### src/rtl/inst_queue.sv
// Instruction prefetch queue between fetch and decode: a DEPTH-entry circular
// buffer of {pc, inst} with valid/ready handshakes and a flush that drops all entries.
module inst_queue #(
  parameter int DEPTH  = 4,
  parameter int ADDR_W = 32,
  parameter int DATA_W = 32,
  localparam int PTR_W = $clog2(DEPTH),
  localparam int CNT_W = PTR_W + 1
) (
  input  logic              clk,
  input  logic              rst,
  input  logic              flush_i,
  input  logic              push_valid_i,
  input  logic [ADDR_W-1:0] push_pc_i,
  input  logic [DATA_W-1:0] push_inst_i,
  output logic              push_ready_o,
  output logic              pop_valid_o,
  output logic [ADDR_W-1:0] pop_pc_o,
  output logic [DATA_W-1:0] pop_inst_o,
  input  logic              pop_ready_i,
  output logic [CNT_W-1:0]  count_o
);

  logic [ADDR_W-1:0] r_pc_mem   [DEPTH];
  logic [DATA_W-1:0] r_inst_mem [DEPTH];
  logic [PTR_W-1:0]  r_wr_ptr;
  logic [PTR_W-1:0]  r_rd_ptr;
  logic [CNT_W-1:0]  r_count;

  logic w_push;
  logic w_pop;

  // Ready depends only on occupancy, so a full queue refuses a push even while popping.
  assign push_ready_o = (r_count < CNT_W'(DEPTH));
  assign pop_valid_o  = (r_count != '0);
  assign count_o      = r_count;

  // Flush wins over both handshakes: the offered entry is dropped and the head is not consumed.
  assign w_push = push_valid_i && push_ready_o && !flush_i;
  assign w_pop  = pop_valid_o  && pop_ready_i  && !flush_i;

  assign pop_pc_o   = pop_valid_o ? r_pc_mem[r_rd_ptr]   : '0;
  assign pop_inst_o = pop_valid_o ? r_inst_mem[r_rd_ptr] : '0;

  // NOTE: storage has no reset; stale entries are never visible because the
  // outputs are gated by count, and leaving it unreset lets it map to plain RAM/regs.
  always_ff @(posedge clk) begin
    if (w_push) begin
      r_pc_mem[r_wr_ptr]   <= push_pc_i;
      r_inst_mem[r_wr_ptr] <= push_inst_i;
    end
  end

  // NOTE: sequential state uses non-blocking assignments so every register
  // samples the pre-edge values of the others.
  always_ff @(posedge clk or negedge rst) begin
    if (!rst) begin
      r_wr_ptr <= '0;
      r_rd_ptr <= '0;
      r_count  <= '0;
    end else if (flush_i) begin
      r_wr_ptr <= '0;
      r_rd_ptr <= '0;
      r_count  <= '0;
    end else begin
      // Pointers are PTR_W bits wide, so DEPTH being a power of two makes them wrap for free.
      if (w_push) r_wr_ptr <= r_wr_ptr + PTR_W'(1);
      if (w_pop)  r_rd_ptr <= r_rd_ptr + PTR_W'(1);
      case ({w_push, w_pop})
        2'b10:   r_count <= r_count + CNT_W'(1);
        2'b01:   r_count <= r_count - CNT_W'(1);
        default: r_count <= r_count;
      endcase
    end
  end

endmodule

### config.mk
export PLATFORM = sky130hd
export DESIGN_NAME = inst_queue
export DESIGN_NICKNAME = d
export VERILOG_FILES = /design/src/rtl/inst_queue.sv
export SDC_FILE = /design/constraint.sdc
export NUM_CORES = 1
export LEC_CHECK = 0
export CORE_UTILIZATION = 49
export DETAILED_ROUTE_END_ITERATION = 12
export PLACE_DENSITY_LB_ADDON = 0.15
export SYNTH_ARGS = -nofsm -noshare
export SYNTH_HDL_FRONTEND = slang
export SYNTH_SLANG_ARGS = --single-unit
export TNS_END_PERCENT = 30
### constraint.sdc
create_clock -name clk -period 2.9 [get_ports clk]
set_clock_uncertainty 0.15 [all_clocks]
set_input_delay 0.29 -clock clk [delete_from_list [all_inputs] [get_ports clk]]
set_output_delay 0.29 -clock clk [all_outputs]
set_load 0.02 [all_outputs]
==> impl_metrics.yaml, run 1 <==
setup_path:
  end_kind: "output port"
  critPathKind: "reg2out"
  r2r_setup_slack_ps: 420
  cp-start-kind: "flop"
  worstRegToRegCells: 8
  r2r_end: "count_o[2]"
  worstReg2RegStart: "count_o[2]"
  path_max_fanout: 36
  required_ps: 2460
  worst_ep_arrival_time_ps: 2340
logic_synthesis:
  avgSynthCellArea_sq_um: 21.9
  yosys_register_bits: 263
  synth-edff-count: 256
  synth_area_sq_mm: 0.0102
  synth_cells: 463
  yosysUniqueCellTypes: 25
  yosys_warnings: 0
  syn-num-nets: 537
  synth_ff_type: "edfxtp_1"
  seq_area_frac_synth_pct: 77.5
  async_reset_ff_share_pct: 2.66
power_and_ir_drop:
  pwr-share-comb_pct: 13.7
  power_frac_seq_pct: 49.6
  p_leak_nw: 4.34
  total_power_mw: 8.76
  p_sw_share_pct: 22.8
  p_switching_mw: 1.99
  worst_ir_drop_vdd_uv: 452
  powerDensity_mw_per_mm2: 685
  intPower_mw: 6.76
  p_clk_share_pct: 36.7
floorplan:
  io_pins: 138
  die_h_microns: 146
  die-area_sq_mm: 0.0213
  row_count: 52
  design.core.area_sq_mm: 0.0203
  die_x_microns: 146
  start_util_pct: 50.0
clock_tree:
  clkLatencyLatePin_ps: 520
  path_clk_slew_ps: 60
  cts_buffer_depth: 3
  htree_levels: 1
  cts_buffers: 27
  cts_root_buf: "clkbuf_16"
  cts_tree: "yes"
  cts.sinks: 263
timing:
  worstMarginPinSlew_ps: 424
  tns_ps: 0
  finalHoldViolCount: 0
  rsz0062_at_grt: "no"
  setup_slack_ps: 121
  layout_min_cycle_time_ps: 2780
  fin_crit_sh_pct: 95.8
  setup_viol: 0
  slew_headroom_pct: 71.8
  fmax_mhz: 360
  slew_viol_final: 0
route:
  vias: 4943
  viasPerCell: 5.40
  ant_nets: 0
  drcViolationCount: 0
  drtPass1Iterations: 4
  drt_iter0_markers: 244
  wirelength_microns: 19300
  wl_per_cell_microns: 21.1
placement:
  pre_cts_slack_ps: 341
  dpl_cell_area_sq_mm: 0.0120
  globalplace.congestion: 0.745
  port_buffers: 137
  place_hpwl_microns: 11400
layout:
  regArea_sq_mm: 0.00787
  num_antenna_cells: 0
  stdcell_area_sq_mm: 0.0128
  area_delta_synth_final_pct: 25.9
  fill_cells: 1465
  drive_gt1_share_pct: 19.4
  multiInputGateArea_sq_mm: 0.00214
  final_nets: 699
grt:
  grt_pass1_vias: 5313
  grt_max_degree: 40
  grt_pass1_wl_microns: 30400
  grt.total_usage_pct: 18.9
  antenna_found_initial: 0
  grt-ovfl-total: 0
flow_run:
  drv_cap: 0
hold_path:
  hp-class: "in2reg"
  min_path_cells: 1
  min-delay-start: "push_pc_i[20]"
  min_to: "r_pc_mem[0][20]"
outcome:
  outcome: "finished, final reports clean"
-- how the worst max path moves through the flow --
stage	startpoint	to	slack, ps	cells past startpoint
3_5_place_dp	r_rd_ptr[0]	pop_inst_o[26]	340	4
5_1_grt	count_o[1]	pop_valid_o	50	3
3_3_place_gp	r_rd_ptr[0]	pop_inst_o[25]	340	4
2_1_floorplan	count_o[2]	r_inst_mem[3][0]	-50	3
6_report	count_o[2]	pop_valid_o	120	3
4_1_cts	count_o[2]	pop_valid_o	90	3
-- kinds of logic (layout without fill, tap and decap cells) --
| group | Yosys count | in the layout | share of synthesized area [%] |
|---|---|---|---|
| mux | 64 | 64 | 14.2 |
| buf+inv | 27 | 209 | 1.53 |
| simple gates | 89 | 89 | 5.20 |
| compound gates | 11 | 11 | 0.579 |
| xor+xnor | 4 | 4 | 0.345 |
| flops | 263 | 263 | 77.5 |
| fa+ha+maj | 5 | 5 | 0.690 |
-- registers in the layout, indices dropped and copies added, names as in the netlist --
register    count
count_o         3
r_pc_mem      128
r_wr_ptr        2
r_rd_ptr        2
r_inst_mem    128
-- routing by layer --
layer | share of wire, % | vias to the layer above | global-route usage, %
li1 | - | 2205 | -
met2 | 48 | 141 | 30.5
met4 | 1.7 | 0 | 4.95
met5 | 0 | - | 0
met3 | 6.2 | 28 | 4.33
met1 | 44 | 2569 | 26.1
-- per-stage QoR --
step,instances,util [%],hold slack (ps)
floorplan,463,-,-156
global placement,863,59.1,403
detailed placement,863,59.1,440
CTS,915,62.9,226
global route,915,62.9,235
finish,915,62.9,253
-- cells in the final DEF (no fill, tap or decap), drive strengths merged --
| master | instances |
|---|---|
| and2 | 69 |
| or3b | 1 |
| a21oi | 5 |
| nor2 | 6 |
| o21ai | 5 |
| nor3 | 1 |
| nand2b | 2 |
| nand3 | 2 |
| bufinv | 2 |
| nor4 | 1 |
| xnor2 | 2 |
| clkbuf | 34 |
| dlygate4sd3 | 1 |
| ha | 4 |
| dfrtp | 7 |
| nand2 | 5 |
| a221oi | 1 |
| clkdlybuf4s50 | 73 |
| or3 | 1 |
| mux4 | 64 |
| fa | 1 |
| xor2 | 2 |
| edfxtp | 256 |
| clkinv | 13 |
| inv | 3 |
| dlygate4sd2 | 64 |
| buf | 19 |
| nor2b | 1 |
-- area by class of cell --
| type | count | area share (%) |
|---|---|---|
| well taps | 270 | 2.64 |
| clock buffers | 34 | 5.49 |
| multi-input cells | 173 | 16.8 |
| repair buffers | 157 | 12.5 |
| inverters | 3 | 0.0881 |
| clock inverters | 15 | 0.930 |
| flip-flops and latches | 263 | 61.6 |
-- power groups by stage --
| stage | Sequential, mW | Clock [mW] | Combinational [mW] |
|---|---|---|---|
| 2_1_floorplan | 4.41 | 0 | 0.724 |
| 4_1_cts | 4.35 | 3.30 | 1.23 |
| 6_report | 4.34 | 3.21 | 1.20 |
| 3_5_place_dp | 4.43 | 0 | 1.30 |
| 5_1_grt | 4.35 | 3.44 | 1.29 |
| 3_3_place_gp | 4.42 | 0 | 1.29 |
-- critical path, cell delays in order (launching register included) --
cell and delay [ps]:
dfrtp_1 460, or3_2 570, buf_8 220, clkdlybuf4s50_1 560
-- cells in the mapped netlist (2+ instances only) --
cell	n	area share [%]
xnor2_1	2	0.17
nand2b_1	2	0.12
buf_6	5	0.55
mux4_2	64	14
nand3_1	2	0.099
a21oi_1	5	0.25
dfrtp_1	7	1.7
edfxtp_1	256	76
nand2_1	5	0.18
clkbuf_1	10	0.37
ha_1	4	0.49
nor2_1	6	0.22
and2_1	69	4.3
buf_4	2	0.15
o21ai_0	5	0.25
xor2_1	2	0.17
buf_2	7	0.35
inv_1	3	0.11
-- what timing repair did --
item,4_1_cts,5_1_grt
setup endpoints to repair,64,0
gates resized for setup,67,0
buffers inserted,2,0
hold endpoints to repair,7,0
hold buffers,1,0
(Power assumes the default switching activity.)
==> run 2: changes to the inputs <==
--- a/config.mk
+++ b/config.mk
@@ -7,6 +7,7 @@
 export LEC_CHECK = 0
 export CORE_UTILIZATION = 49
 export DETAILED_ROUTE_END_ITERATION = 12
+export MAX_ROUTING_LAYER = met4
 export PLACE_DENSITY_LB_ADDON = 0.15
 export SYNTH_ARGS = -nofsm -noshare
 export SYNTH_HDL_FRONTEND = slang
==> run 2 against run 1 <==
Compared with the run above:
- clock-buffer cell count is the same
- fmax is 0.68% lower
- final area is the same
- worst setup slack got worse by 19 ps
- critical path depth did not move
==> impl_metrics.yaml, run 2 (synthesis gave the netlist of run 1 again) <==
route:
  drtPass1Iterations: 4
  ant_nets: 0
  wl_per_cell_microns: 21.2
  viasPerCell: 5.43
  drt_iter0_markers: 258
  wirelength_microns: 19400
  drcViolationCount: 0
  vias: 4973
layout:
  layout_common_cells: "edfxtp_1 (256), clkdlybuf4s50_1 (73), and2_1 (65)"
  final_nets: 699
  fill_cells: 1465
  regArea_sq_mm: 0.00787
  area_delta_synth_final_pct: 25.9
  num_antenna_cells: 0
  multiInputGateArea_sq_mm: 0.00214
  layout_commonest_cell: "edfxtp_1"
  stdcell_area_sq_mm: 0.0128
  drive_gt1_share_pct: 19.4
  fin_util_pct: 62.9
clock_tree:
  cts_buffers: 27
  cts.sinks: 263
  cts_tree: "yes"
  clkLatencyLatePin_ps: 520
  path_clk_slew_ps: 60
  cts_root_buf: "clkbuf_16"
  cts_buffer_depth: 3
  htree_levels: 1
power_and_ir_drop:
  p_clk_share_pct: 36.7
  power_frac_seq_pct: 49.6
  p_sw_share_pct: 22.8
  intPower_mw: 6.76
  powerDensity_mw_per_mm2: 685
  pwr-share-comb_pct: 13.7
  worst_ir_drop_vdd_uv: 452
  p_leak_nw: 4.34
  p_switching_mw: 1.99
floorplan:
  design.core.area_sq_mm: 0.0203
  die_x_microns: 146
  die-area_sq_mm: 0.0213
  io_pins: 138
  die_h_microns: 146
  start_util_pct: 50.0
  row_count: 52
timing:
  slew_viol_final: 0
  finalHoldViolCount: 0
  layout_min_cycle_time_ps: 2800
  slew_headroom_pct: 71.9
  setup_viol: 0
  fmax_mhz: 357
  fin_crit_sh_pct: 96.5
  worstMarginPinSlew_ps: 421
  rsz0062_at_grt: "no"
setup_path:
  worst_ep_arrival_time_ps: 2360
  path_max_fanout: 36
  r2r_setup_slack_ps: 400
  cp-start-kind: "flop"
  worstReg2RegStart: "count_o[2]"
  worstRegToRegCells: 8
  end_kind: "output port"
  critPathKind: "reg2out"
  r2r_end: "count_o[2]"
  required_ps: 2460
  cp-startpoint: "count_o[2]"
grt:
  grt_pass1_wl_microns: 30400
  grt_max_degree: 40
  grt-ovfl-total: 0
  grt.total_usage_pct: 19.5
  grt_pass1_vias: 5322
  antenna_found_initial: 0
placement:
  dpl_cell_area_sq_mm: 0.0120
  place_hpwl_microns: 11400
  globalplace.congestion: 0.754
  port_buffers: 137
hold_path:
  min_to: "r_pc_mem[0][20]"
  hp-class: "in2reg"
  min-delay-start: "push_pc_i[20]"
  min_path_cells: 1
outcome:
  outcome: "finished, final reports clean"
flow_run:
  drv_cap: 0
[run 2: cell type report]
| type | instances | area share, % |
|---|---|---|
| timing repair buffer | 157 | 12.5 |
| sequential | 263 | 61.6 |
| clock inverter | 15 | 0.930 |
| clock buffer | 34 | 5.49 |
| inverter | 3 | 0.0881 |
| tap | 270 | 2.64 |
| multi-input combinational | 173 | 16.8 |
[run 2: how the worst max path moves through the flow]
stage,end
2_1_floorplan,r_inst_mem[3][0]
3_3_place_gp,pop_inst_o[25]
3_5_place_dp,pop_inst_o[26]
4_1_cts,pop_valid_o
5_1_grt,pop_valid_o
6_report,pop_valid_o
[run 2: worst max-delay path: stages (launching register included)]
cell and delay [ps]:
dfrtp_1 470, or3_2 580, buf_8 220, clkdlybuf4s50_1 560
[run 2: timing repair]
item | 4_1_cts | 5_1_grt
gates resized for setup | 67 | 0
setup buffers | 2 | 0
endpoints found under the setup margin | 64 | 0
hold buffers | 1 | 0
hold endpoints to repair | 7 | 0
[run 2: power by group through the flow]
stage               Combinational, mW  Clock, mW  Sequential [mW]
floorplan                       0.724          0             4.41
global placement                 1.29          0             4.42
detailed placement               1.30          0             4.43
CTS                              1.23       3.30             4.35
global route                     1.29       3.45             4.35
finish                           1.20       3.21             4.34
[run 2: routing by layer]
layer	vias up	wire, microns	global-route usage (%)
li1	2205	-	-
met1	2595	8500	26.3
met2	145	9300	30.4
met3	28	1240	4.23
met4	0	327	4.95
met5	-	0	-
[run 2: metrics by stage]
stage               total power [mW]  hold slack, ps  worst slack (ps)  cells  setup TNS [ps]
floorplan                       5.14            -156             -53.0    463           -3390
global route                    9.09             235              47.0    915               0
CTS                             8.87             226              89.2    915               0
global placement                5.72             403               335    863               0
detailed placement              5.74             440               341    863               0
finish                          8.76             253               102    915               0
